## config.mk

```make
export PLATFORM = sky130hd
export DESIGN_NAME = posit_extract_pipe_flat
export DESIGN_NICKNAME = d
export VERILOG_FILES = /design/src/rtl/posit_extract_pipe_if.sv /design/src/rtl/posit_extract_pipe.sv /design/src/flat_wrapper.sv
export SDC_FILE = /design/constraint.sdc
export NUM_CORES = 1
export LEC_CHECK = 0
export ABC_AREA = 1
export CAP_MARGIN = 40
export CORE_MARGIN = 5
export CORE_UTILIZATION = 55
export CTS_CLUSTER_SIZE = 25
export DETAILED_ROUTE_END_ITERATION = 7
export DONT_BUFFER_PORTS = 1
export MAX_ROUTING_LAYER = met4
export PLACE_DENSITY = 0.7
export SLEW_MARGIN = 20
export SYNTH_ARGS = -nofsm -noshare
export SYNTH_HDL_FRONTEND = slang
export SYNTH_SLANG_ARGS = --single-unit
```

## constraint.sdc

```tcl
create_clock -name clk -period 5.8 [get_ports clk]
set_input_delay 1.45 -clock clk [delete_from_list [all_inputs] [get_ports clk]]
set_output_delay 1.45 -clock clk [all_outputs]
set_load 0.005 [all_outputs]
```

## src/rtl/posit_extract_pipe_if.sv

```systemverilog
// Handshake and field bus for posit_extract_pipe.
//
// Parameters:
//   N  - posit word width (8..32)
//   ES - exponent field width (0..N-5)
//   TW - tag width, present only when POSIT_EXTRACT_TAG_EN is defined
//
// Signals:
//   in_valid/in_ready/In            - input word handshake
//   out_valid/out_ready             - output handshake
//   Sign, InRemain, RegimeValue,
//   Exponent, Mantissa, zero, inf   - decoded fields
//   in_tag/out_tag                  - sideband tag (POSIT_EXTRACT_TAG_EN only)
//
// Modports: master = operand source + consumer side, slave = the extractor.
// With ES = 0 the Exponent bus is kept 1 bit wide and always reads 0.

interface posit_extract_pipe_if #(
    parameter int unsigned N  = 16,
    parameter int unsigned ES = 2
`ifdef POSIT_EXTRACT_TAG_EN
    ,
    parameter int unsigned TW = 4
`endif
);
    localparam int unsigned RS   = $clog2(N);
    localparam int unsigned MW   = N - 2 - ES;
    localparam int unsigned ExpW = (ES > 0) ? ES : 1;

    logic                in_valid;
    logic                in_ready;
    logic [N-1:0]        In;
    logic                out_valid;
    logic                out_ready;
    logic                Sign;
    logic [N-2:0]        InRemain;
    logic [RS+1:0]       RegimeValue;
    logic [ExpW-1:0]     Exponent;
    logic [MW-1:0]       Mantissa;
    logic                zero;
    logic                inf;
`ifdef POSIT_EXTRACT_TAG_EN
    logic [TW-1:0]       in_tag;
    logic [TW-1:0]       out_tag;
`endif

    modport master (
        output in_valid, In, out_ready,
`ifdef POSIT_EXTRACT_TAG_EN
        output in_tag,
        input  out_tag,
`endif
        input  in_ready, out_valid, Sign, InRemain, RegimeValue, Exponent, Mantissa, zero, inf
    );

    modport slave (
        input  in_valid, In, out_ready,
`ifdef POSIT_EXTRACT_TAG_EN
        input  in_tag,
        output out_tag,
`endif
        output in_ready, out_valid, Sign, InRemain, RegimeValue, Exponent, Mantissa, zero, inf
    );
endinterface

```

## src/rtl/posit_extract_pipe.sv

```systemverilog
// Three-stage pipelined posit field extractor.
//
// Decodes one N-bit posit per cycle into sign, two's-complemented magnitude,
// signed regime k, exponent and mantissa (hidden bit included), plus zero/NaR
// flags. Valid/ready on both sides with full backpressure; up to three words
// are buffered (one per stage).
//
// Ports:
//   clk   - clock, rising edge
//   rst_n - asynchronous active-low reset
//   bus   - posit_extract_pipe_if.slave (handshakes, input word, output fields)
//
// Stages:
//   S1 - sign, zero/NaR flags, |In|
//   S2 - regime run length, k, shift amount
//   S3 - field alignment; these registers drive the outputs
//
// Optional: define POSIT_EXTRACT_TAG_EN to carry a TW-bit tag alongside each word.

module posit_extract_pipe #(
    parameter int unsigned N  = 16,
    parameter int unsigned ES = 2
`ifdef POSIT_EXTRACT_TAG_EN
    ,
    parameter int unsigned TW = 4
`endif
) (
    input logic                clk,
    input logic                rst_n,
    posit_extract_pipe_if.slave bus
);
    localparam int unsigned RS    = $clog2(N);
    localparam int unsigned MW    = N - 2 - ES;
    localparam int unsigned FracW = N - 3 - ES;
    localparam int unsigned ExpW  = (ES > 0) ? ES : 1;

    typedef logic [RS+1:0] k_t;
    typedef logic [RS-1:0] run_t;

    localparam run_t ShiftMax = run_t'(N - 1);

    // ---------------- handshake ----------------
    logic s1_valid, s2_valid, s3_valid;
    logic s1_free, s2_free, s3_free;

    // A stage can take new data when it is empty or its content moves on.
    assign s3_free = !s3_valid || bus.out_ready;
    assign s2_free = !s2_valid || s3_free;
    assign s1_free = !s1_valid || s2_free;

    assign bus.in_ready = s1_free;

    always_ff @(posedge clk or negedge rst_n) begin
        if (!rst_n) begin
            s1_valid <= 1'b0;
            s2_valid <= 1'b0;
            s3_valid <= 1'b0;
        end else begin
            if (s1_free) s1_valid <= bus.in_valid;
            if (s2_free) s2_valid <= s1_valid;
            if (s3_free) s3_valid <= s2_valid;
        end
    end

    // ---------------- stage 1 ----------------
    logic [N-1:0] in_neg;
    logic [N-1:0] in_abs;
    logic         in_zero;
    logic         in_inf;

    assign in_neg  = ~bus.In + {{(N-1){1'b0}}, 1'b1};
    assign in_abs  = bus.In[N-1] ? in_neg : bus.In;
    assign in_zero = (bus.In == '0);
    assign in_inf  = (bus.In == {1'b1, {(N-1){1'b0}}});

    logic         s1_sign, s1_zero, s1_inf;
    logic [N-2:0] s1_abs;

    always_ff @(posedge clk or negedge rst_n) begin
        if (!rst_n) begin
            s1_sign <= 1'b0;
            s1_zero <= 1'b0;
            s1_inf  <= 1'b0;
            s1_abs  <= '0;
        end else if (s1_free && bus.in_valid) begin
            s1_sign <= bus.In[N-1];
            s1_zero <= in_zero;
            s1_inf  <= in_inf;
            s1_abs  <= in_abs[N-2:0];
        end
    end

    // ---------------- stage 2 ----------------
    run_t run_len;
    logic run_done;
    k_t   k_next;
    run_t shift_next;

    // Length of the run of s1_abs[N-2] starting at the MSB; ends at the first
    // opposite bit or at bit 0.
    always_comb begin
        run_len  = '0;
        run_done = 1'b0;
        for (int i = N - 2; i >= 0; i--) begin
            if (!run_done) begin
                if (s1_abs[i] == s1_abs[N-2]) run_len = run_len + 1'b1;
                else                          run_done = 1'b1;
            end
        end
    end

    always_comb begin
        k_next     = s1_abs[N-2] ? (k_t'(run_len) - k_t'(1)) : (k_t'(0) - k_t'(run_len));
        // Regime bits plus terminator; a run that reaches bit 0 has no terminator.
        shift_next = (run_len == ShiftMax) ? ShiftMax : run_len + 1'b1;
    end

    logic         s2_sign, s2_zero, s2_inf;
    logic [N-2:0] s2_rem;
    k_t           s2_k;
    run_t         s2_shift;

    always_ff @(posedge clk or negedge rst_n) begin
        if (!rst_n) begin
            s2_sign  <= 1'b0;
            s2_zero  <= 1'b0;
            s2_inf   <= 1'b0;
            s2_rem   <= '0;
            s2_k     <= '0;
            s2_shift <= '0;
        end else if (s2_free && s1_valid) begin
            s2_sign  <= s1_sign;
            s2_zero  <= s1_zero;
            s2_inf   <= s1_inf;
            s2_rem   <= s1_abs;
            s2_k     <= k_next;
            s2_shift <= shift_next;
        end
    end

    // ---------------- stage 3 ----------------
    logic [N-2:0]    shifted;
    logic [ExpW-1:0] exp_next;
    logic [MW-1:0]   mant_next;
    logic            special;
    logic            unused_shift_lsbs;

    assign shifted = s2_rem << s2_shift;
    assign special = s2_zero || s2_inf;

    if (ES > 0) begin : g_exp
        assign exp_next = shifted[N-2 -: ExpW];
    end else begin : g_no_exp
        assign exp_next = '0;
    end

    assign mant_next = {1'b1, shifted[N-2-ES -: FracW]};
    // The two lowest positions only ever hold shifted-in zeros.
    assign unused_shift_lsbs = ^{shifted[1:0], in_abs[N-1]};

    logic            s3_sign, s3_zero, s3_inf;
    logic [N-2:0]    s3_rem;
    k_t              s3_k;
    logic [ExpW-1:0] s3_exp;
    logic [MW-1:0]   s3_mant;

    always_ff @(posedge clk or negedge rst_n) begin
        if (!rst_n) begin
            s3_sign <= 1'b0;
            s3_zero <= 1'b0;
            s3_inf  <= 1'b0;
            s3_rem  <= '0;
            s3_k    <= '0;
            s3_exp  <= '0;
            s3_mant <= '0;
        end else if (s3_free && s2_valid) begin
            s3_sign <= s2_sign;
            s3_zero <= s2_zero;
            s3_inf  <= s2_inf;
            s3_rem  <= special ? '0 : s2_rem;
            s3_k    <= special ? '0 : s2_k;
            s3_exp  <= special ? '0 : exp_next;
            s3_mant <= special ? '0 : mant_next;
        end
    end

    assign bus.out_valid   = s3_valid;
    assign bus.Sign        = s3_sign;
    assign bus.InRemain    = s3_rem;
    assign bus.RegimeValue = s3_k;
    assign bus.Exponent    = s3_exp;
    assign bus.Mantissa    = s3_mant;
    assign bus.zero        = s3_zero;
    assign bus.inf         = s3_inf;

`ifdef POSIT_EXTRACT_TAG_EN
    logic [TW-1:0] s1_tag, s2_tag, s3_tag;

    always_ff @(posedge clk or negedge rst_n) begin
        if (!rst_n) begin
            s1_tag <= '0;
            s2_tag <= '0;
            s3_tag <= '0;
        end else begin
            if (s1_free && bus.in_valid) s1_tag <= bus.in_tag;
            if (s2_free && s1_valid)     s2_tag <= s1_tag;
            if (s3_free && s2_valid)     s3_tag <= s2_tag;
        end
    end

    assign bus.out_tag = s3_tag;
`endif

endmodule

```

## src/flat_wrapper.sv

```systemverilog
// flat-port wrapper written by rule: the top's interface ports become plain ports
module posit_extract_pipe_flat 
#(
    parameter int unsigned N  = 16,
    parameter int unsigned ES = 2

)
  (clk, rst_n, bus_in_valid, bus_In, bus_out_ready, bus_in_ready, bus_out_valid, bus_Sign, bus_InRemain, bus_RegimeValue, bus_Exponent, bus_Mantissa, bus_zero, bus_inf);
  posit_extract_pipe_if #(.N(N), .ES(ES)) bus_i ();
  input logic clk;
  input logic rst_n;
  input wire logic [$bits(bus_i.in_valid)-1:0] bus_in_valid;
  input wire logic [$bits(bus_i.In)-1:0] bus_In;
  input wire logic [$bits(bus_i.out_ready)-1:0] bus_out_ready;
  output wire logic [$bits(bus_i.in_ready)-1:0] bus_in_ready;
  output wire logic [$bits(bus_i.out_valid)-1:0] bus_out_valid;
  output wire logic [$bits(bus_i.Sign)-1:0] bus_Sign;
  output wire logic [$bits(bus_i.InRemain)-1:0] bus_InRemain;
  output wire logic [$bits(bus_i.RegimeValue)-1:0] bus_RegimeValue;
  output wire logic [$bits(bus_i.Exponent)-1:0] bus_Exponent;
  output wire logic [$bits(bus_i.Mantissa)-1:0] bus_Mantissa;
  output wire logic [$bits(bus_i.zero)-1:0] bus_zero;
  output wire logic [$bits(bus_i.inf)-1:0] bus_inf;
  assign bus_i.in_valid = bus_in_valid;
  assign bus_i.In = bus_In;
  assign bus_i.out_ready = bus_out_ready;
  assign bus_in_ready = bus_i.in_ready;
  assign bus_out_valid = bus_i.out_valid;
  assign bus_Sign = bus_i.Sign;
  assign bus_InRemain = bus_i.InRemain;
  assign bus_RegimeValue = bus_i.RegimeValue;
  assign bus_Exponent = bus_i.Exponent;
  assign bus_Mantissa = bus_i.Mantissa;
  assign bus_zero = bus_i.zero;
  assign bus_inf = bus_i.inf;
  posit_extract_pipe #(.N(N), .ES(ES)) u_core (.clk(clk), .rst_n(rst_n), .bus(bus_i));
endmodule
```

==> run summary <==
The count of buffers added by post-CTS timing repair for setup is 0, and the half-perimeter wire length after detailed placement is 8120 um. The count of routing violations after the opening detailed-route iteration came out at 161. Synthesis produced 648 cells. Counting the buffers created by CTS gives 9. The tools report the largest net degree at the start of global routing as 86.

The total wirelength of the detailed-routed design is 10700 um, and the synthesized area divided by synthesized cell count is 7.69 um^2. Critical path launch point type: a register. The run gives 0.961 as the global placer's final weighted congestion. The first TritonRoute pass finished after 5 iterations. The tools report the site row count as 34. After clock tree synthesis, the clock-pin slew on the worst setup and hold paths is 100 ps.

In the global route stage, overall resource usage came out at 20.6%. The synthesized area was 4980 um^2; the initial antenna violation count was 0. The tools report the number of slew-limit violations in the final report as 0.

Setup repair after global routing left no endpoint under its margin. Classification of the worst setup path: register to register. The run gives 0.159 mV as the worst-case vdd ir drop. The average detailed-routed wire length per instance is 14.2 um, and the global route total overflow is 0. The tools report the post-synthesis cell type count as 43. The repair_antennas step left the layout with diodes totalling 0. The die area is 11100 um^2.

The tightest hold path in the finished design has a slack of 490 ps. Across the run, the number of max-cap violations was 0. Of the cells placed in the final design, the portion with a size suffix greater than 1 is 6.83%.

Among all stages on the critical path, the largest delay is contributed by dfrtp_1. The leakage power figure is 0.00256 uW, and the DRC violation count after routing is 0. The H-tree was split into 3 levels. Counting every net in the synthesized netlist gives 680. The part of the cycle the worst path needs is 89.9%.

Of the post-synthesis cell area, the dominant cell type holds 42.7%. The tools report the final hold violation count as 0. Yosys attributes the largest share of cell area to dfrtp_1, nand2_1, o21ai_0, inv_1, nand3_1. For this design, the sink count on the clock tree is 85. By instance count, the cell type seen most on the critical path is nand2_1.

The floorplan step set the die height to 105 um. The largest buffer count on any clock path is 2, and the post-route antenna net violation count is 0. The via density per instance was 5.43.

TritonCTS built the clock tree. The clock arrives with 14.2 ps of skew. The core region is 8760 um^2. STA classifies the critical path endpoint as a register.

The tools report the sequential share of the synthesized area as 42.7%. For this run, the post-layout net count is 671. The number of global-route vias before repair is 3904. For this design the ratio of total power to cell area is 444 nW/um^2.

The root buffer cell chosen for the clock tree is clkbuf_8. For this run, asynchronously set or reset flops after synthesis account for 100%. Based on the critical path, the design can be clocked at up to 0.192 GHz.

Data on the critical path is required at its endpoint by 6050 ps. Data arrives at the worst endpoint at 5470 ps. The run finished with clean final reports.

The number of primary I/O pins is 60. Relative to the synthesized area, the layout overhead comes to 5.22%. The total number of vias came out at 4082. The die extent in x was 105 um. Of all cell types, the one taking the most synthesized area is dfrtp_1.

The most used flip-flop cell after synthesis is dfrtp_1. The worst pin sits at a relative slew slack of 48.2%. Once the floorplan was initialized, standard cells occupied 56.9% of the core. The number of failing setup endpoints in the final timing report is 0, and the register bit count reported by yosys is 85. The critical path's largest stage delay was 640 ps. Pin slew with the least headroom to its limit: 775 ps.

The count of buffers added on input and output ports is 0. The number of synthesis warnings was 0; the number of enable-type register cells in the synthesized netlist was 0. The post-route minimum period came out at 5220 ps.

In this run the worst hold path is classified as register to register. Along the worst path, the maximum fanout reaches 11. Clock latency on the worst-skew pair, taken at its later pin, is 360 ps. The global-route wire length before repair was 18500 um. Final sum of negative setup slack: 0 ps.
-- synth_stat cells (2+ instances only) --
master    number
clkinv_4       2
o31ai_1        3
nor2_8         2
dfrtp_1       85
nor2_1        41
o21ai_0       88
clkinv_1       3
nor2_4         4
clkbuf_1      20
a21oi_1       11
nand4_1        6
nand2_1      184
buf_4          2
inv_1         73
o21ai_1        3
nand2_2        8
nand2_4        2
xor2_1        11
nand3_1       35
nor3_1         5
xnor2_1       13
a22oi_1        2
o211ai_1       6
ha_1          12
a32o_1         9
-- power breakdown --
| group | internal (uW) | switching [uW] | total, uW |
|---|---|---|---|
| registers | 800 | 206 | 1010 |
| clock network | 170 | 248 | 418 |
| logic | 314 | 592 | 906 |
-- sequential cells by signal (all words and copies together) (netlist names), 2 cells and up --
register,cells
u_core.s2_shift,4
u_core.s1_abs,15
u_core.bus.InRemain,15
u_core.s2_k,5
u_core.bus.Mantissa,12
u_core.s2_rem,15
u_core.bus.Exponent,2
u_core.bus.RegimeValue,5
-- cell type report --
type / count / area, um^2
inverter: 79 / 307
timing repair buffer: 3 / 22.5
clock buffer: 10 / 128
tap: 108 / 135
multi-input combinational: 461 / 2460
sequential: 85 / 2130
fill: 795 / 3520
clock inverter: 6 / 65.1
-- critical path, delay by kind of cell, from the launching register on --
kind | cells | cell delay (ps)
buf+inv | 5 | 300
flops | 1 | 640
compound gates | 3 | 550
fa+ha+maj | 5 | 1400
simple gates | 22 | 2220
-- through the flow --
stage / setup WS [ps] / cells / total power, uW / utilization, % / area, um^2
global route: 5.75 / 752 / 2540 / 59.8 / 5240
floorplan: 1170 / 648 / 1690 / - / 4980
global placement: 741 / 736 / 1890 / 57.5 / 5040
detailed placement: 523 / 736 / 1920 / 57.5 / 5040
CTS: 513 / 752 / 2330 / 59.7 / 5230
finish: 583 / 752 / 2330 / 59.8 / 5240
-- metal layers --
| metal | part of all wire [%] | GRT usage [%] |
|---|---|---|
| met1 | 44 | 25.9 |
| met2 | 49 | 34.1 |
| met3 | 5.5 | 4.25 |
| met4 | 1.2 | 5.30 |
| met5 | 0 | - |
-- placed cells by master (no fill, tap or decap), types with 4 or more instances in the layout --
| cell type | count |
|---|---|
| nor2_1 | 41 |
| nor2_4 | 4 |
| nand4_1 | 6 |
| ha_1 | 12 |
| a21oi_1 | 11 |
| a32o_1 | 9 |
| nand2_2 | 8 |
| nand3_1 | 35 |
| inv_1 | 73 |
| dfrtp_1 | 85 |
| clkbuf_8 | 9 |
| o211ai_1 | 6 |
| xnor2_1 | 13 |
| nor3_1 | 5 |
| xor2_1 | 11 |
| o21ai_0 | 88 |
| nand2_1 | 184 |
-- cells by family after synthesis --
group | after synthesis | share of synthesized area, %
compound gates | 129 | 14.8
mux | 1 | 0.201
simple gates | 294 | 26.5
fa+ha+maj | 12 | 3.01
buf+inv | 102 | 8.19
xor+xnor | 25 | 4.55
flops | 85 | 42.7
-- worst paths after layout --
| check | from | endpoint | slack [ps] | depth (start not counted) |
|---|---|---|---|---|
| worst max-delay path | u_core.s1_abs[14]$_DFFE_PN0P_ | u_core.s2_k[1]$_DFFE_PN0P_ | 580 | 35 |
| worst min-delay path | u_core.s2_zero$_DFFE_PN0P_ | u_core.s2_zero$_DFFE_PN0P_ | 490 | 2 |
| worst max register to register | u_core.s1_abs[14]$_DFFE_PN0P_ | u_core.s2_k[1]$_DFFE_PN0P_ | 580 | 35 |
| worst min register to register | u_core.s2_zero$_DFFE_PN0P_ | u_core.s2_zero$_DFFE_PN0P_ | 490 | 2 |
| max in group asynchronous | rst_n | u_core.s1_abs[6]$_DFFE_PN0P_ | 4930 | 0 |
| min in group asynchronous | rst_n | u_core.bus.Mantissa[11]$_DFFE_PN0P_ | 760 | 0 |
-- repair_timing --
item | 4_1_cts | 5_1_grt
setup endpoints to repair | 0 | 1
hold endpoints to repair | 0 | 0
hold buffers | 0 | 0
gates resized for setup | 0 | 1
Note: power is estimated with default switching activity, not from simulation.
